<file path="config.mk">
export PLATFORM = sky130hd
export DESIGN_NAME = z80_refresh_unit_flat
export DESIGN_NICKNAME = d
export VERILOG_FILES = /design/src/rtl/z80_refresh_unit_pkg.sv /design/src/rtl/z80_refresh_unit_if.sv /design/src/rtl/z80_refresh_unit_timer.sv /design/src/rtl/z80_refresh_unit.sv /design/src/flat_wrapper.sv
export SDC_FILE = /design/constraint.sdc
export NUM_CORES = 1
export LEC_CHECK = 0
export ABC_AREA = 1
export BUFFER_PORTS_ARGS = -buffer_cell sky130_fd_sc_hd__buf_2
export CAP_MARGIN = 20
export CORE_AREA = 3 3 59 56
export CTS_BUF_LIST = sky130_fd_sc_hd__clkbuf_16
export DETAILED_ROUTE_END_ITERATION = 7
export DIE_AREA = 0 0 62 59
export GPL_TIMING_DRIVEN = 0
export PLACE_DENSITY = 0.8
export SLEW_MARGIN = 20
export SYNTH_ARGS = -nofsm -noshare
export SYNTH_HDL_FRONTEND = slang
export SYNTH_SLANG_ARGS = --single-unit
</file>
<file path="constraint.sdc">
create_clock -name clk -period 1.3 [get_ports clk]
set_input_delay 0.13 -clock clk [delete_from_list [all_inputs] [get_ports clk]]
set_output_delay 0.13 -clock clk [all_outputs]
set_load 0.02 [all_outputs]
</file>
<file path="src/rtl/z80_refresh_unit_pkg.sv">
// Shared Z80 definitions for the refresh unit: the refresh FSM state type and the R increment mask.
package z80_refresh_unit_pkg;

   typedef enum logic {
      IDLE = 1'b0,
      RFSH = 1'b1
   } rfsh_state_t;

   localparam logic [7:0] R_INC_MASK = 8'h7F;

   // R[6:0] counts modulo 128; R[7] is left as written by LD R,A.
   function automatic logic [7:0] r_increment(input logic [7:0] r);
      return ((r + 8'd1) & R_INC_MASK) | (r & ~R_INC_MASK);
   endfunction

endpackage

</file>
<file path="src/rtl/z80_refresh_unit_if.sv">
// Bus between the CPU core and the refresh unit. z80fi_reg_r_in exists only when Z80FI_TRACE_EN is defined.
interface z80_refresh_unit_if;

   logic        refresh_start;
   logic [7:0]  reg_i;
   logic        r_write;
   logic [7:0]  r_wdata;
   logic        insn_start;
   logic [7:0]  reg_r;
   logic        refresh_active;
   logic [15:0] refresh_addr;
`ifdef Z80FI_TRACE_EN
   logic [7:0]  z80fi_reg_r_in;
`endif

   modport master (
      output refresh_start, reg_i, r_write, r_wdata, insn_start,
      input  reg_r, refresh_active, refresh_addr
`ifdef Z80FI_TRACE_EN
      , input z80fi_reg_r_in
`endif
   );

   modport slave (
      input  refresh_start, reg_i, r_write, r_wdata, insn_start,
      output reg_r, refresh_active, refresh_addr
`ifdef Z80FI_TRACE_EN
      , output z80fi_reg_r_in
`endif
   );

endinterface

</file>
<file path="src/rtl/z80_refresh_unit_timer.sv">
// Refresh window timer: IDLE/RFSH state plus a 3-bit cycle counter; start is ignored while a window runs.
module z80_refresh_timer
   import z80_refresh_unit_pkg::*;
#(
   parameter int unsigned REFRESH_TCYCLES = 2
) (
   input  logic clk,
   input  logic reset_n,
   input  logic start,
   output logic active,
   output logic last
);

   localparam logic [2:0] LAST_CNT = 3'(REFRESH_TCYCLES - 1);

   rfsh_state_t state, next_state;
   logic [2:0]  cnt, next_cnt;

   always_ff @(posedge clk or negedge reset_n) begin
      if (!reset_n) begin
         state <= IDLE;
         cnt   <= '0;
      end else begin
         state <= next_state;
         cnt   <= next_cnt;
      end
   end

   always_comb begin
      next_state = state;
      next_cnt   = cnt;
      active     = 1'b0;
      last       = 1'b0;
      unique case (state)
         IDLE: begin
            if (start) begin
               next_state = RFSH;
               next_cnt   = '0;
            end
         end
         RFSH: begin
            active = 1'b1;
            if (cnt == LAST_CNT) begin
               last       = 1'b1;
               next_state = IDLE;
               next_cnt   = '0;
            end else begin
               next_cnt = cnt + 3'd1;
            end
         end
         default: next_state = IDLE;
      endcase
   end

endmodule

</file>
<file path="src/rtl/z80_refresh_unit.sv">
// Z80 memory refresh unit: owns R, drives the {I,R} refresh address for a fixed window after each M1 T3.
// Optional instruction-start trace of R is enabled by defining Z80FI_TRACE_EN.
module z80_refresh_unit
   import z80_refresh_unit_pkg::*;
#(
   parameter int unsigned REFRESH_TCYCLES = 2
) (
   input  logic               clk,
   input  logic               reset_n,
   z80_refresh_unit_if.slave  bus
);

   logic        active;
   logic        last;
   logic        accept;
   logic [7:0]  r_q;
   logic [7:0]  r_latch;
   logic [7:0]  i_latch;

   z80_refresh_timer #(
      .REFRESH_TCYCLES(REFRESH_TCYCLES)
   ) u_timer (
      .clk     (clk),
      .reset_n (reset_n),
      .start   (bus.refresh_start),
      .active  (active),
      .last    (last)
   );

   assign accept = bus.refresh_start && !active;

   // The address latch is only loaded on an accepted start, so LD R,A mid-window cannot disturb it.
   always_ff @(posedge clk or negedge reset_n) begin
      if (!reset_n) begin
         r_latch <= '0;
         i_latch <= '0;
      end else if (accept) begin
         r_latch <= r_q;
         i_latch <= bus.reg_i;
      end
   end

   always_ff @(posedge clk or negedge reset_n) begin
      if (!reset_n) begin
         r_q <= '0;
      end else if (bus.r_write) begin
         r_q <= bus.r_wdata;
      end else if (last) begin
         r_q <= r_increment(r_q);
      end
   end

`ifdef Z80FI_TRACE_EN
   logic [7:0] trace_r;

   always_ff @(posedge clk or negedge reset_n) begin
      if (!reset_n) begin
         trace_r <= '0;
      end else if (bus.insn_start) begin
         trace_r <= r_q;
      end
   end

   assign bus.z80fi_reg_r_in = trace_r;
`else
   logic unused_insn_start;
   assign unused_insn_start = bus.insn_start;
`endif

   assign bus.reg_r          = r_q;
   assign bus.refresh_active = active;
   assign bus.refresh_addr   = {i_latch, r_latch};

endmodule

</file>
<file path="src/flat_wrapper.sv">
// flat-port wrapper written by rule: the top's interface ports become plain ports
module z80_refresh_unit_flat import z80_refresh_unit_pkg::*;
#(
   parameter int unsigned REFRESH_TCYCLES = 2
)
  (clk, reset_n, bus_refresh_start, bus_reg_i, bus_r_write, bus_r_wdata, bus_insn_start, bus_reg_r, bus_refresh_active, bus_refresh_addr);
  z80_refresh_unit_if bus_i ();
  input  logic clk;
  input  logic reset_n;
  input wire logic [$bits(bus_i.refresh_start)-1:0] bus_refresh_start;
  input wire logic [$bits(bus_i.reg_i)-1:0] bus_reg_i;
  input wire logic [$bits(bus_i.r_write)-1:0] bus_r_write;
  input wire logic [$bits(bus_i.r_wdata)-1:0] bus_r_wdata;
  input wire logic [$bits(bus_i.insn_start)-1:0] bus_insn_start;
  output wire logic [$bits(bus_i.reg_r)-1:0] bus_reg_r;
  output wire logic [$bits(bus_i.refresh_active)-1:0] bus_refresh_active;
  output wire logic [$bits(bus_i.refresh_addr)-1:0] bus_refresh_addr;
  assign bus_i.refresh_start = bus_refresh_start;
  assign bus_i.reg_i = bus_reg_i;
  assign bus_i.r_write = bus_r_write;
  assign bus_i.r_wdata = bus_r_wdata;
  assign bus_i.insn_start = bus_insn_start;
  assign bus_reg_r = bus_i.reg_r;
  assign bus_refresh_active = bus_i.refresh_active;
  assign bus_refresh_addr = bus_i.refresh_addr;
  z80_refresh_unit #(.REFRESH_TCYCLES(REFRESH_TCYCLES)) u_core (.clk(clk), .reset_n(reset_n), .bus(bus_i));
endmodule
</file>
# Yosys cells after proc, flatten, opt, wreduce, memory -nomap -nowiden
# Cells that the tools add are included.
[classes]
addsub = 2
eq_ne = 2
muxes = 11
bitwise = 2
n_reduce_logical = 3
[ops]
columns = ["cell", "n"]
rows = [
  ["$mux W8", 2],
  ["$or A7 B8 Y8", 1],
  ["$add A7 B1 Y7 const B", 1],
  ["$mux W3", 2],
  ["$pmux W3 S2", 1],
  ["$mux W1", 5],
  ["$add A3 B1 Y3 const B", 1],
  ["$eq A3 B1 Y1 const B", 1],
  ["$ne A2 B2 Y1 const B", 1],
  ["$pmux W1 S2", 1],
  ["$reduce_bool A2 Y1", 1],
  ["$logic_and A1 B1 Y1", 1],
  ["$logic_not A1 Y1", 1],
  ["$not A1 Y1", 1],
]
[word_totals]
register_bits = 28
in_bits = 21
word_cells = 25

# Depth between registers and ports, before layout
# Gate-level depths: netlist (run 1).
[logic_depth]
depth_word = 5
ltp_mapped = 7
ltp_nobuf = 7

# Hierarchy
# A second synthesis (run 1) with hierarchy kept.
[unflattened]
cells_unflattened = 147
hier_area_um2 = 1275.0
[modules_own_cells]
columns = ["mod", "instances", "cells_each", "area_each_um2", "seq_area_each_um2"]
rows = [
  ["z80_refresh_unit", 1, 123, 1082.3, 600.6],
  ["z80_refresh_timer", 1, 24, 192.7, 100.1],
]

# Worst setup path before layout (run 1)
# No wires, ideal clock.
[synth_timing]
path_type = "flip-flop to flip-flop"
from = "register u_core.u_timer.state"
to = "register u_core.i_latch[0]"
arrival_time_ps = 1090
slack_ps = 85
stages_incl_launch_ff = 5
path_cell_list = "dfrtp_1 > inv_2 > nand2_2 > buf_6 > mux2_4"
[synth_between]
elab_chain_cells = 3
[synth_lines]
columns = ["element", "line", "source"]
rows = [
  ["start: declaration", "z80_refresh_unit_timer.sv:16", "rfsh_state_t state, next_state;"],
  ["start signal: assignment", "z80_refresh_unit_timer.sv:24", "state <= next_state;"],
  ["$mux W1", "z80_refresh_unit_timer.sv:34", "unique case (state)"],
  ["$logic_not A1 Y1", "z80_refresh_unit.sv:30", "assign accept = bus.refresh_start && !active;"],
  ["$logic_and A1 B1 Y1", "z80_refresh_unit.sv:30", ""],
  ["end signal: assignment", "z80_refresh_unit.sv:39", "i_latch <= bus.reg_i;"],
  ["end: declaration", "z80_refresh_unit.sv:18", "logic [7:0] i_latch;"],
]
# Every way passes these cells.
# A chain may end at the register's enable or synchronous reset.

# Final worst setup path (run 1)
[layout_timing]
from = "register u_core.u_timer.state"
to = "register u_core.i_latch[2]"
# The elaborated chain is that of the path after synthesis.

==> out/results.ini, run 1 <==
[synth]
yosysWarnings = 0
synthMuxAreaShare_pct = 11.82
synth_seq_cells = 28
syn-num-nets = 157
ys_seq_area_share_pct = 52.53
synth-adder-area-share_pct = 0.9381
synth-compound-area-share_pct = 6.660
async_reset_ff_share_pct = 100.0
synthXorXnorAreaFrac_pct = 1.313
yosys.area_share.simple_pct = 20.92
synth.avg_cell_area_sq_um = 9.880
synthDistinctLibCells = 23
syn_area_sq_mm = 0.001334
synth_top_family_by_area = simple AND/OR/NAND/NOR gates
synthCells = 135
synth-main-ff-cell = dfrtp_1
synth_enable_flop_cells = 0

[clocking]
cts_made_buffers = 3
cts_resized = 0
htree_levels = 1
cts_sinks = 28
cts_hold_buf = 1
clk_latency_ps = 260
cts.clk_slew.worst_paths_ps = 60
clock_path_buffers = 2
cts_tree = yes
postCtsSetupRepairBufs = 0
root_buffer = clkbuf_16

[hold_path]
hold_path.class = in -> reg
hold_start = bus_r_wdata[7]

[final_layout]
drive_gt1_share_pct = 38.59
final_util_pct = 62.12
multi_input_area_sq_um = 555.5
regArea_sq_um = 700.7
antenna_cells = 0
stdcell_count = 224
final_area_sq_mm = 0.001693
nNetsFinal = 207
syn_to_final_growth_pct = 26.92
fillCellCount = 235

[critical_path]
end_kind = register
crit_type = reg -> reg
crit_required_ps = 1440
cp.arrival_ps = 1330
crit_fanout = 10
setup.worst_path.start = u_core.u_timer.state
start_kind = register
r2r-start = u_core.u_timer.state

[global_routing]
grt_max_degree = 29
grt-ovfl-total = 0
grt_use_total_pct = 15.68
grt_pass1_vias = 1027
antenna_found_initial = 0
grt_pass1_wl_mm = 4.243

[detailed_routing]
vias = 1060
drtPass1Iterations = 4
routed_wl_mm = 2.617
wire_per_inst_microns = 11.68
drtAntennaViolNets = 0
drt_iter0_drc = 24
drc_errors = 0
vias_per_cell = 4.732

[floorplan]
dieArea_sq_mm = 0.003658
design.portCount = 46
initial_core_util_pct = 48.94
die_h_microns = 59
num_rows = 18
die_width_microns = 62
core_area_sq_mm = 0.002725

[timing]
clock-skew-final_ps = 6.452
tightest_slew_ps = 610.4
grt_setup_unrepaired = no
drv_slew = 0
slew_headroom_pct = 59.30
hold_violations = 0
worst_slack_ps = 116.1
setup_viol = 0
finalSetupTns_ps = 0
fin_crit_sh_pct = 91.07
fmax_mhz = 844.7
period_needed_ps = 1184

[pwr]
p_leak_uw = 0.0009183
vdd_ir_drop_max_v = 0.001033
power_density_mw_per_mm2 = 2447

[run]
cap_violations = 0

[place]
port-buffer-count = 44
detailed_place_hpwl_mm = 1.960
place_area_sq_mm = 0.001604
finalWeightedCongestion = 0.8419
dp.cells = 219
post-place-ws_ps = 115.0

[status]
outcome = completed

-- where the power goes --
| group | leakage [uW] | switching (uW) | internal [uW] | total [uW] |
|---|---|---|---|---|
| Combinational | 0.000537 | 1130 | 784 | 1920 |
| Clock | 0.0000385 | 280 | 412 | 692 |
| Sequential | 0.000343 | 284 | 1250 | 1530 |
| Total | 0.000918 | 1700 | 2450 | 4140 |
-- layer usage --
metal  up-vias  GRT usage (%)  share of wire (%)
li1        539              -                  -
met5         -              0                  0
met3         4          3.922                7.6
met2        35          25.89                 46
met4         0          6.970                1.1
met1       482          18.97                 45
-- per-stage QoR --
step | hold WS [ps] | power, uW
floorplan | -165.6 | 2884
global placement | 170.6 | 3420
detailed placement | 177.1 | 3473
CTS | 81.12 | 4187
global route | 94.53 | 4439
finish | 79.39 | 4142
-- cells in the final DEF (no fill, tap or decap), types with 2 or more instances in the layout --
cell type  synthesis  routed
inv_1              9       9
o21ai_0           11      11
mux2_2             2       2
mux2_4             9       9
buf_6              2       2
clkbuf_16          0       3
dfrtp_1           28      28
nor2_1             3       3
nand3_1           15      15
o21bai_1           2       2
nand2_2            2       2
nand2_1           38      38
inv_2              3       3
buf_2              1      45
-- cells by family after synthesis --
| kind of cell | count (synthesis) |
|---|---|
| simple gates | 61 |
| xor+xnor | 2 |
| fa+ha+maj | 1 |
| mux | 11 |
| buf+inv | 16 |
| compound gates | 16 |
| flops | 28 |
-- state kept, by name (all words and copies together), names as in the netlist --
signal                flops
u_core.r_latch            8
u_core.i_latch            8
u_core.u_timer.state      1
u_core.u_timer.cnt        3
u_core.bus.reg_r          8
-- final timing paths --
kind                                        to  slack [ps]  depth (start not counted)
hold reg to reg              u_core.r_latch[7]         480                          2
min in group asynchronous  u_core.bus.reg_r[1]         420                          2
setup / recovery             u_core.i_latch[2]         120                          4
max in group asynchronous    u_core.i_latch[2]         480                          2
hold / removal             u_core.bus.reg_r[7]          80                          3
setup reg to reg             u_core.i_latch[2]         120                          4
-- synth_stat cells (2+ instances only) --
cell	n	area [sq um]
buf_6	2	22.52
inv_1	9	33.78
nand3_1	15	75.07
inv_2	3	11.26
nand2_2	2	12.51
mux2_2	2	22.52
o21bai_1	2	15.01
mux2_4	9	135.1
o21ai_0	11	55.05
dfrtp_1	28	700.7
nor2_1	3	11.26
nand2_1	38	142.6
-- worst max-delay path: stages (launching register included) --
cell	delay [ps]
dfrtp_1	420
inv_2	60
nand2_2	100
buf_6	180
mux2_4	310
-- layout make-up --
cell class	count	share of cell area [%]
clock buffer	3	4.435
buffer	4	1.922
sequential	28	41.39
multi-input combinational	91	32.82
tap	40	2.956
inverter	12	2.661
timing repair buffer	45	13.60
clock inverter	1	0.2217
Note: power is estimated with default switching activity, not from simulation.
==> run 2, diff against run 1 <==
- PLACE_DENSITY: 0.8 -> 0.77
==> run 2 against run 1 <==
Hold slack improved by 4.4 ps. Register-to-register slack hardly changed. Clock skew shrank 2.8 ps. Sequential share of layout area fell by 0.36 points. Cell count grew 0.89%. Global-route usage is 0.33 points lower. Utilization increased by 0.55 points. Worst setup slack got worse by 3.3 ps. Sequential power about the same. Non-clock buffer count grew 2. Maximum frequency fell by 0.28%. Critical path type unchanged.
==> out/results.ini, run 2 (same netlist as run 1, synthesis figures left out) <==
[pwr]
sw_frac_of_total_pct = 40.87  ; -0.076 points
p_leak_uw = 0.0009281  ; +1.1%
power_density_mw_per_mm2 = 2456  ; +0.40%
total_power_uw = 4195  ; +1.3%
vdd_ir_drop_max_v = 0.001079  ; +4.4%
p_comb_share_pct = 46.9  ; +0.6 points
p_switching_uw = 1714  ; +1.1%
internal-power_uw = 2481  ; +1.4%
p_seq_share_pct = 36.7  ; -0.3 points
pwr-share-clk_pct = 16.3  ; -0.4 points

[clocking]
clock_path_buffers = 2  ; unchanged
clk_latency_ps = 260  ; about the same
cts_resized = 0  ; unchanged
root_buffer = clkbuf_16
cts.clk_slew.worst_paths_ps = 70  ; about the same
htree_levels = 1  ; unchanged
cts_made_buffers = 3  ; unchanged
cts_tree = yes
cts_sinks = 28  ; unchanged

[critical_path]
end_kind = register
crit_fanout = 5  ; -5
start_kind = register
crit_type = reg -> reg
crit_required_ps = 1450  ; about the same
cp.arrival_ps = 1340  ; about the same

[floorplan]
die_h_microns = 59  ; unchanged
dieArea_sq_mm = 0.003658  ; unchanged
num_rows = 18  ; unchanged
die_width_microns = 62  ; unchanged
initial_core_util_pct = 48.94  ; unchanged
core_area_sq_mm = 0.002725  ; unchanged
design.portCount = 46  ; unchanged

[timing]
slew_headroom_pct = 58.86  ; -0.44 points
fmax_mhz = 842.3  ; -0.28%
tightest_slew_ps = 617.1  ; +6.658 ps
period_needed_ps = 1187  ; +3.302 ps
grt_setup_unrepaired = no
drv_slew = 0  ; unchanged
clock-skew-final_ps = 3.649  ; -2.803 ps
fin_crit_sh_pct = 91.32  ; +0.25 points
worst_slack_ps = 112.8  ; -3.302 ps
hold_violations = 0  ; unchanged
setup_viol = 0  ; unchanged
finalSetupTns_ps = 0  ; unchanged

[final_layout]
syn_to_final_growth_pct = 28.05
final_cell_mix = 45 x buf_2, 38 x nand2_1, 28 x dfrtp_1
nNetsFinal = 209  ; +0.97%
antenna_cells = 0  ; unchanged
drive_gt1_share_pct = 39.25  ; +0.66 points
final_common_cell = buf_2

[hold_path]
hold_path.class = in -> reg

[global_routing]
grt_use_total_pct = 15.35  ; -0.33 points
grt_max_degree = 29  ; unchanged
grt_pass1_vias = 997  ; -2.9%
grt_pass1_wl_mm = 4.215  ; -0.66%
antenna_found_initial = 0  ; unchanged
grt-ovfl-total = 0  ; unchanged

[place]
post-place-ws_ps = 117.8  ; +2.732 ps
finalWeightedCongestion = 0.8475  ; +0.67%
port-buffer-count = 44  ; unchanged
detailed_place_hpwl_mm = 2.007  ; +2.4%

[detailed_routing]
drt_iter0_drc = 27  ; +13%
vias_per_cell = 4.765  ; +0.70%
drc_errors = 0  ; unchanged
routed_wl_mm = 2.702  ; +3.2%
wire_per_inst_microns = 11.96  ; +2.3%
drtAntennaViolNets = 0  ; unchanged
drtPass1Iterations = 4  ; unchanged
vias = 1077  ; +1.6%

[run]
cap_violations = 0  ; unchanged

[status]
outcome = completed

## run 2: cell count changes in the layout (fill, tap and decap cells not counted)
cell	previous run	this run
buf_4	0	2
## run 2: per-layer routing
metal | GRT usage [%] | share of wire [%] | up-vias
li1 | - | - | 540
met1 | 19.78 | 46 | 497
met2 | 25.30 | 46 | 38
met3 | 4.357 | 7.0 | 2
met4 | 3.636 | 0.30 | 0
met5 | 0 | 0 | -
## run 2: what timing repair did
item                                    CTS  global route
hold buffers                              1             0
hold endpoints to repair                 28             0
buffers inserted                          0             2
endpoints found under the setup margin    0             1
## run 2: stage by stage
stage / hold slack, ps / instance area [sq um] / instances / utilization, %
detailed placement: 172.6 / 1604 / 219 / 58.86
finish: 83.78 / 1708 / 226 / 62.67
global route: 96.06 / 1708 / 226 / 62.67
global placement: 169.2 / 1604 / 219 / 58.86
CTS: 84.00 / 1693 / 224 / 62.12
floorplan: -165.6 / 1334 / 135 / -
## run 2: final timing paths
path | start | endpoint | slack, ps | cells past startpoint
worst min register to register | u_core.r_latch[7] | u_core.r_latch[7] | 480 | 2
worst max register to register | u_core.bus.reg_r[1] | u_core.bus.reg_r[6] | 110 | 6
max in group asynchronous | reset_n | u_core.bus.reg_r[1] | 480 | 2
min in group asynchronous | reset_n | u_core.i_latch[3] | 420 | 2
worst max-delay path | u_core.bus.reg_r[1] | u_core.bus.reg_r[6] | 110 | 6
worst min-delay path | bus_r_wdata[7] | u_core.bus.reg_r[7] | 80 | 3
## run 2: layout make-up
class,instances,area (sq um)
Buffer,4,32.53
Clock buffer,3,75.07
Clock inverter,1,3.754
Fill cell,241,1017
Inverter,12,45.04
Multi-Input combinational cell,91,555.5
Sequential cell,28,700.7
Tap cell,40,50.05
Timing Repair Buffer,47,245.2
## run 2: worst max-delay path, cell delays in order (launching register included)
cell	delay [ps]
dfrtp_1	410
ha_1	230
nand2_1	70
nor2_1	130
nand3_1	100
nand3_1	90
nand2_1	50
## run 2: power groups by stage
stage	combinational, uW	clock (uW)	sequential [uW]
2_1_floorplan	930	0	1950
4_1_cts	1940	691	1540
3_5_place_dp	1920	0	1560
3_3_place_gp	1890	0	1530
6_report	1970	685	1540
5_1_grt	2150	724	1600
